==> src/rtl/joy_db15_responder.sv <==
// Target-side model of a DB15 arcade-stick adapter's 74HC165 chain.
// The host polls JOY_LOAD/JOY_CLK asynchronously; two player words are serialised on JOY_DATA.
module joy_db15_responder #(
  parameter int CHAIN_LEN   = 32,
  parameter int SYNC_STAGES = 2,
  parameter int TIMEOUT     = 480000
) (
  input  logic        clk,
  input  logic        reset_n,
  input  logic [15:0] joystick1,
  input  logic [15:0] joystick2,
  input  logic        JOY_LOAD,
  input  logic        JOY_CLK,
  output logic        JOY_DATA,
  output logic        link_active,
  output logic        frame_done,
  output logic        overrun,
  output logic [7:0]  frame_cnt
);

  localparam int CNT_W = $clog2(CHAIN_LEN + 1);
  localparam int WD_W  = $clog2(TIMEOUT + 1);
  localparam logic [CNT_W-1:0] CNT_MAX = CNT_W'(CHAIN_LEN);
  localparam logic [WD_W-1:0]  WD_MAX  = WD_W'(TIMEOUT);

  localparam logic [1:0] ST_IDLE  = 2'd0;
  localparam logic [1:0] ST_LOAD  = 2'd1;
  localparam logic [1:0] ST_SHIFT = 2'd2;
  localparam logic [1:0] ST_DONE  = 2'd3;

  function automatic logic [CNT_W-1:0] sat_inc_bit(input logic [CNT_W-1:0] v);
    return (v == CNT_MAX) ? v : v + 1'b1;
  endfunction

  function automatic logic [WD_W-1:0] sat_inc_wd(input logic [WD_W-1:0] v);
    return (v == WD_MAX) ? v : v + 1'b1;
  endfunction

  logic [1:0] rst_pipe;
  logic       rst_n_int;

  logic [SYNC_STAGES-1:0] load_sync;
  logic [SYNC_STAGES-1:0] clk_sync;
  logic                   load_d;
  logic                   clk_d;
  logic                   load_s;
  logic                   clk_s;
  logic                   load_fall;
  logic                   clk_rise;

  logic [1:0]           state, state_nxt;
  logic [CHAIN_LEN-1:0] shreg, shreg_nxt;
  logic [CHAIN_LEN-1:0] load_img;
  logic [CNT_W-1:0]     bit_cnt, bit_cnt_nxt;
  logic                 overrun_nxt;
  logic                 frame_done_nxt;
  logic [7:0]           frame_cnt_nxt;
  logic [31:0]          player_words;

  logic [WD_W-1:0] wd_cnt;

  // Reset: asserts asynchronously, releases on clk
  always_ff @(posedge clk or negedge reset_n) begin
    if (!reset_n) begin
      rst_pipe <= 2'b00;
    end else begin
      rst_pipe <= {rst_pipe[0], 1'b1};
    end
  end

  assign rst_n_int = rst_pipe[1];

  // Stage 0: pin synchronisers and edge-detect delay flops
  always_ff @(posedge clk or negedge rst_n_int) begin
    if (!rst_n_int) begin
      load_sync <= '1;
      clk_sync  <= '0;
      load_d    <= 1'b1;
      clk_d     <= 1'b0;
    end else begin
      load_sync <= {load_sync[SYNC_STAGES-2:0], JOY_LOAD};
      clk_sync  <= {clk_sync[SYNC_STAGES-2:0], JOY_CLK};
      load_d    <= load_sync[SYNC_STAGES-1];
      clk_d     <= clk_sync[SYNC_STAGES-1];
    end
  end

  assign load_s    = load_sync[SYNC_STAGES-1];
  assign clk_s     = clk_sync[SYNC_STAGES-1];
  assign load_fall = load_d & ~load_s;
  assign clk_rise  = clk_s & ~clk_d;

  // shreg holds the wire-level (active-low) image so released bits and the fill are 1s
  assign player_words = {joystick2, joystick1};

  always_comb begin
    load_img = '1;
    for (int i = 0; i < CHAIN_LEN && i < 32; i++) begin
      load_img[i] = ~player_words[i];
    end
  end

  always_comb begin
    state_nxt      = state;
    shreg_nxt      = shreg;
    bit_cnt_nxt    = bit_cnt;
    overrun_nxt    = overrun;
    frame_done_nxt = 1'b0;
    frame_cnt_nxt  = frame_cnt;
    if (!load_s) begin
      // Load dominates everything, including a coincident shift edge
      state_nxt   = ST_LOAD;
      shreg_nxt   = load_img;
      bit_cnt_nxt = '0;
      overrun_nxt = 1'b0;
    end else begin
      case (state)
        ST_LOAD: begin
          state_nxt = ST_SHIFT;
        end
        ST_SHIFT: begin
          if (clk_rise) begin
            shreg_nxt   = {1'b1, shreg[CHAIN_LEN-1:1]};
            bit_cnt_nxt = sat_inc_bit(bit_cnt);
            if (bit_cnt_nxt == CNT_MAX) begin
              frame_done_nxt = 1'b1;
              frame_cnt_nxt  = frame_cnt + 8'd1;
              state_nxt      = ST_DONE;
            end
          end
        end
        ST_DONE: begin
          if (clk_rise) begin
            shreg_nxt   = {1'b1, shreg[CHAIN_LEN-1:1]};
            overrun_nxt = 1'b1;
          end
        end
        default: begin
          state_nxt = state;
        end
      endcase
    end
  end

  // Stage 1: frame state and shift register
  always_ff @(posedge clk or negedge rst_n_int) begin
    if (!rst_n_int) begin
      state      <= ST_IDLE;
      shreg      <= '1;
      bit_cnt    <= '0;
      overrun    <= 1'b0;
      frame_done <= 1'b0;
      frame_cnt  <= 8'd0;
    end else begin
      state      <= state_nxt;
      shreg      <= shreg_nxt;
      bit_cnt    <= bit_cnt_nxt;
      overrun    <= overrun_nxt;
      frame_done <= frame_done_nxt;
      frame_cnt  <= frame_cnt_nxt;
    end
  end

  assign JOY_DATA = shreg[0];

  // Link watchdog runs independently of the frame FSM
  always_ff @(posedge clk or negedge rst_n_int) begin
    if (!rst_n_int) begin
      wd_cnt      <= WD_MAX;
      link_active <= 1'b0;
    end else if (load_fall) begin
      wd_cnt      <= '0;
      link_active <= 1'b1;
    end else begin
      wd_cnt <= sat_inc_wd(wd_cnt);
      if (sat_inc_wd(wd_cnt) == WD_MAX) begin
        link_active <= 1'b0;
      end
    end
  end

endmodule
==> config.mk <==
export PLATFORM = sky130hd
export DESIGN_NAME = joy_db15_responder
export DESIGN_NICKNAME = d
export VERILOG_FILES = /design/src/rtl/joy_db15_responder.sv
export SDC_FILE = /design/constraint.sdc
export NUM_CORES = 1
export LEC_CHECK = 0
export ABC_CLOCK_PERIOD_IN_PS = 3050
export BUFFER_PORTS_ARGS = -buffer_cell sky130_fd_sc_hd__buf_2
export CORE_MARGIN = 4
export CORE_UTILIZATION = 55
export CTS_BUF_LIST = sky130_fd_sc_hd__clkbuf_4 sky130_fd_sc_hd__clkbuf_8
export CTS_CLUSTER_DIAMETER = 40
export DETAILED_ROUTE_END_ITERATION = 16
export PLACE_DENSITY = 0.76
export SLEW_MARGIN = 30
export SYNTH_ARGS = -nofsm -noshare
export SYNTH_HDL_FRONTEND = slang
export SYNTH_SLANG_ARGS = --single-unit
==> constraint.sdc <==
create_clock -name clk -period 3.05 [get_ports clk]
set_clock_uncertainty 0.15 [all_clocks]
set_input_delay 0 -clock clk [delete_from_list [all_inputs] [get_ports clk]]
set_output_delay 0 -clock clk [all_outputs]
set_load 0.05 [all_outputs]
==> results.yml, run 1 <==
global_route:
  grt_pass1_wl_um: 13600
  grt_use_total_pct: 19.9
  grt_max_degree: 39
  grt_pass1_vias: 2856
  gr-total-overflow: 0
  antenna_found_initial: 0
power_and_ir_drop:
  p_per_area_nw_per_um2: 471
  leakage_nw: 2.23
  vdd_drop_max_mv: 0.320
synthesis:
  ys_warn_count: 0
  syn_inst: 344
  async_flop_share_pct: 100
  synth_edf_count: 0
  synthTopCellsByArea: "dfstp_2 28%, dfrtp_1 23%, mux2i_1 17%"
  ys_ff_latch: 78
  netlist_area_um2: 3890
  yosys.area.top_type_share_pct: 28.4
  synth_top_area_cell: "dfstp_2"
  synth.avg_cell_area_um2: 11.3
  syn_nets: 385
  synth-seq-area-share_pct: 51.5
  synth.distinct_cells: 47
  synth_ff_type: "dfstp_2"
critical_path:
  reg2reg_slack_ps: 560
  path_cells: "inv_1, ha_1, and4bb_2, o21ai_0, a211o_1, nor4_4, mux2_2"
  worst_path_dominant_cell_family: "simple AND/OR/NAND/NOR gates"
  required_ps: 3130
  arrival_ps: 2560
  slowest_stage: "nor4_4"
  endpoint_kind: "flip-flop"
  crit_type: "flip-flop to flip-flop"
  critPathLaunchType: "flip-flop"
  cp_max_fo: 9
  path_buf_inv: 1
  cp_slowest_stage_delay_ps: 460
placement:
  gp_congestion: 0.843
  dp_hpwl_um: 5020
  io_buffers: 47
sta:
  worstMarginPinSlew_ps: 753
  fmax_ghz: 0.402
  fin_tns_setup_ps: 0
  rsz0062_at_grt: "no"
  maxSlewViolCount: 0
  setup_viol: 0
  slew_headroom_pct: 49.8
  hold_viol: 0
  fin_crit_sh_pct: 81.6
  period_minus_slack_ps: 2490
finish:
  final_core_util_pct: 69.6
  layout-drive-gt1-share_pct: 28.4
  diodes: 0
  nets: 466
  multi_input_area_um2: 1790
  layout_commonest_cell: "mux2i_1"
  seq_area_um2: 2010
  fillers: 518
  mostFrequentLayoutCells: "65 x mux2i_1, 47 x buf_2, 42 x dfstp_2, 36 x dlygate4sd3_1, 35 x dfrtp_1"
  area_delta_synth_final_pct: 22.3
clocking:
  clk_pin_slew_worst_paths_ps: 80
  cts_buffer_depth: 2
  numCtsBuffers: 9
  h-tree-depth: 3
  holdBufCountCts: 36
  tritoncts: "yes"
  clkLatencyLatePin_ps: 340
  cts_setup_buffers: 0
  cts_num_sinks: 78
  cts_resized: 0
  cts_root_buf: "clkbuf_8"
detailed_routing:
  drc_errors: 0
  dr_total_vias: 2842
  wirelength_um: 7870
  drtAntennaViolNets: 0
  viasPerCell: 5.40
  wl_per_cell_um: 15.0
  drt_iter0_markers: 132
  dr.pass1.iters: 4
hold_path:
  hp-class: "input port to flip-flop"
floorplanning:
  num_rows: 30
  initial_utilization_pct: 56.9
  die_w_um: 92.1
  die_h_um: 92.1
  pin_count: 48
  die-area_um2: 8480
  core_area_um2: 6830
run:
  maxCapViolCount: 0
outcome:
  outcome: "completed"
[synthesized netlist by cell type, types with 2 or more instances]
master    number
mux2i_1       65
dfstp_2       42
dfrtp_1       36
nor2_1        27
xnor2_1       23
clkbuf_1      15
nand2_1       15
nand4_1       10
nor3_1        10
nand3_1        9
nor4_1         8
xor2_1         7
a21oi_1        6
inv_1          6
nor2b_1        6
o21ai_0        6
ha_1           5
and2_1         4
and3_1         4
or2_2          4
nor3b_1        3
or3_1          3
a31oi_1        2
and4_1         2
nand4b_1       2
o21a_1         2
or2b_2         2
[cell type report]
cell class	instances	share of cell area, %
inverters	6	0.474
repair buffers	88	13.3
clock buffers	11	3.05
clock inverters	5	0.711
multi-input cells	242	37.7
flip-flops and latches	78	42.2
well taps	96	2.53
[report_power, final]
group | switching [mW] | internal (mW) | leakage (nW) | total, mW
registers | 0.0805 | 1.15 | 0.916 | 1.23
clock network | 0.376 | 0.328 | 0.0970 | 0.703
logic | 0.149 | 0.157 | 1.22 | 0.305
[per-layer routing]
metal | GRT usage, % | part of all wire (%) | vias to the layer above | wire (um)
li1 | - | - | 1372 | -
met1 | 26.2 | 45 | 1386 | 3500
met2 | 33.5 | 50 | 71 | 3920
met3 | 2.79 | 3.8 | 13 | 301
met4 | 7.55 | 1.8 | 0 | 138
met5 | 0 | 0 | - | 0
[worst register-to-register path, stage by stage (launching register included)]
cell and delay (ps):
dfrtp_1 430, inv_1 110, ha_1 140, and4bb_2 230, o21ai_0 130, a211o_1 340
nor4_4 460, mux2_2 390
[path summary, 6_finish.rpt]
| path | from | end | depth (start not counted) |
|---|---|---|---|
| worst min register to register | rst_pipe[1] | wd_cnt[3] | 0 |
| max in group asynchronous | rst_pipe[1] | shreg[6] | 1 |
| worst max register to register | bit_cnt[0] | frame_cnt[1] | 7 |
| min in group asynchronous | rst_pipe[1] | wd_cnt[3] | 0 |
| worst max-delay path | bit_cnt[0] | frame_cnt[1] | 7 |
| worst min-delay path | JOY_CLK | clk_sync[0] | 2 |
[metrics by stage]
step           instance area (um^2)  worst slack [ps]  hold slack [ps]  total power [mW]  instances
5_1_grt                        4750               365              163              2.36        526
3_3_place_gp                   4210               623             -365              1.50        474
2_1_floorplan                  3890               640             -446              1.42        344
4_1_cts                        4750               547              129              2.25        526
6_report                       4750               562              150              2.24        526
3_5_place_dp                   4220               568             -364              1.51        474
[sequential cells by signal, summed over array words and instances (netlist names)]
name	flops
bit_cnt	6
clk_d	1
clk_sync	2
frame_cnt	8
frame_done	1
link_active	1
load_d	1
load_sync	2
overrun	1
rst_pipe	2
shreg	32
state	2
wd_cnt	19
[kinds of logic (layout without fill, tap and decap cells)]
| kind of cell | count (synthesis) | in the layout | share of synthesized area [%] |
|---|---|---|---|
| simple gates | 118 | 118 | 17.1 |
| flops | 78 | 78 | 51.5 |
| mux | 66 | 66 | 17.0 |
| xor+xnor | 30 | 30 | 6.76 |
| buf+inv | 24 | 110 | 2.38 |
| compound gates | 22 | 22 | 3.51 |
| fa+ha+maj | 5 | 5 | 1.61 |
| other cells | 1 | 1 | 0.0964 |
Note: power is estimated with default switching activity, not from simulation.
==> inputs of run 2 (changes only) <==
--- a/config.mk
+++ b/config.mk
@@ -5,7 +5,7 @@
 export SDC_FILE = /design/constraint.sdc
 export NUM_CORES = 1
 export LEC_CHECK = 0
-export ABC_CLOCK_PERIOD_IN_PS = 3050
+export ABC_CLOCK_PERIOD_IN_PS = 2300
 export BUFFER_PORTS_ARGS = -buffer_cell sky130_fd_sc_hd__buf_2
 export CORE_MARGIN = 4
 export CORE_UTILIZATION = 55
==> constraint.sdc (replaced) <==
create_clock -name clk -period 2.3 [get_ports clk]
set_clock_uncertainty 0.15 [all_clocks]
set_input_delay 0 -clock clk [delete_from_list [all_inputs] [get_ports clk]]
set_output_delay 0 -clock clk [all_outputs]
set_load 0.05 [all_outputs]
==> results.yml, run 2 (same netlist as run 1, synthesis figures left out) <==
critical_path:
  slowest_stage: "dfrtp_1"
  reg2reg_slack_ps: 80
  cp_max_fo: 4
  critPathLaunchType: "flip-flop"
  reg2regPathDepth: 9
  path_buf_inv: 2
  path_cells: "inv_2, ha_4, and4bb_2, o21ai_2, a211o_1, nor4_4, buf_4, nand4_1, xnor2_1"
  crit_type: "flip-flop to flip-flop"
  endpoint_kind: "flip-flop"
  reg2reg_from: "bit_cnt[0]"
  r2r_end: "frame_cnt[4]"
  worst_path_dominant_cell_family: "simple AND/OR/NAND/NOR gates"
  cp_slowest_stage_delay_ps: 430
  required_ps: 2400
  arrival_ps: 2320
clocking:
  tritoncts: "yes"
  numCtsBuffers: 9
  cts_num_sinks: 78
  cts_root_buf: "clkbuf_8"
  cts_buffer_depth: 2
  clk_pin_slew_worst_paths_ps: 90
  h-tree-depth: 3
  clkLatencyLatePin_ps: 360
global_route:
  grt_use_total_pct: 20.1
  grt_max_degree: 48
  top_usage_layer: "met2"
  gr-usage-met1_pct: 26.2
  grt_pass1_wl_um: 13600
  met3_usage_pct: 4.10
  grt_pass1_vias: 2907
  antenna_found_initial: 0
  use_met2_pct: 32.8
  gr-total-overflow: 0
placement:
  dp_hpwl_um: 5190
  dpl_cell_area_um2: 4350
  numPlacedInstances: 492
  io_buffers: 47
  gp_congestion: 0.853
floorplanning:
  die_h_um: 92.1
  num_rows: 30
  core_area_um2: 6830
  initial_utilization_pct: 56.9
  pin_count: 48
  die-area_um2: 8480
  die_w_um: 92.1
power_and_ir_drop:
  leakage_nw: 2.33
  vdd_drop_max_mv: 0.435
  p_per_area_nw_per_um2: 610
  power_mw: 3.01
sta:
  maxSlewViolCount: 0
  fin_tns_setup_ps: 0
  fin_crit_sh_pct: 96.6
  slew_headroom_pct: 62.0
  fmax_ghz: 0.450
  hold_viol: 0
  period_minus_slack_ps: 2220
  worstMarginPinSlew_ps: 570
  setup_viol: 0
finish:
  mostFrequentLayoutCells: "65 x mux2i_1, 47 x buf_2, 42 x dfstp_2, 36 x dlygate4sd3_1, 33 x dfrtp_1"
  largest_register: "shreg"
  area_delta_synth_final_pct: 27.0
  top_regs: "shreg: 32 flops, wd_cnt: 19 flops, frame_cnt: 8 flops"
  nets: 487
  layout-drive-gt1-share_pct: 33.5
  diodes: 0
  layout_commonest_cell: "mux2i_1"
  instances_no_fill: 547
  largest_register_ffs: 32
  final_area_um2: 4940
hold_path:
  min_to: "load_sync[0]"
  hp-class: "input port to flip-flop"
  whs_path_depth: 2
  worstHoldStart: "JOY_LOAD"
outcome:
  outcome: "completed"
detailed_routing:
  dr.pass1.iters: 4
  wl_per_cell_um: 14.7
  viasPerCell: 5.39
  wirelength_um: 8050
  dr_total_vias: 2946
  drtAntennaViolNets: 0
  drt_iter0_markers: 138
  drc_errors: 0
run:
  maxCapViolCount: 0
run 2: cell types whose count changed in the layout (fill, tap and decap cells not counted), sizes merged:
cell / change
buf: +21
clkbuf: -2
clkinvlp: +1
inv: +1
run 2: per-stage QoR:
step | setup WS (ps) | util [%] | hold slack (ps)
floorplan | 4.99 | - | -446
global placement | 52.8 | 63.6 | -365
detailed placement | -22.0 | 63.6 | -365
CTS | 2.39 | 71.7 | 116
global route | -14.2 | 72.3 | 130
finish | 78.1 | 72.3 | 138
run 2: layer usage:
layer  wire length (um)  vias to the layer above
met3                279                       16
li1                   -                     1424
met2               4060                       84
met5                  0                        -
met4                194                        0
met1               3520                     1422
run 2: worst max-delay path by stage:
stage | startpoint | end | slack (ps) | cells past startpoint
2_1_floorplan | bit_cnt[0] | frame_cnt[1] | 5 | 7
3_3_place_gp | bit_cnt[0] | frame_cnt[3] | 50 | 9
3_5_place_dp | bit_cnt[0] | frame_cnt[4] | -20 | 9
4_1_cts | bit_cnt[0] | frame_cnt[4] | 2 | 9
5_1_grt | bit_cnt[0] | frame_cnt[4] | -10 | 9
6_report | bit_cnt[0] | frame_cnt[4] | 80 | 9
run 2: power breakdown:
part | total, mW | switching (mW) | internal, mW
registers | 1.60 | 0.0770 | 1.53
logic | 0.461 | 0.231 | 0.230
clock network | 0.947 | 0.544 | 0.403
total | 3.01 | 0.852 | 2.16
run 2: final cells by class:
type	instances	area [um^2]
clock buffer	9	124
clock inverter	7	56.3
fill	500	1890
inverter	6	22.5
multi-input combinational	242	1820
sequential	78	2010
tap	96	120
timing repair buffer	109	791
run 2: what timing repair did:
action	4_1_cts	5_1_grt
hold buffers	36	0
endpoints found under the setup margin	2	9
resized for setup	2	8
buffers inserted	1	2
hold endpoints to repair	36	0
pin swaps	2	8
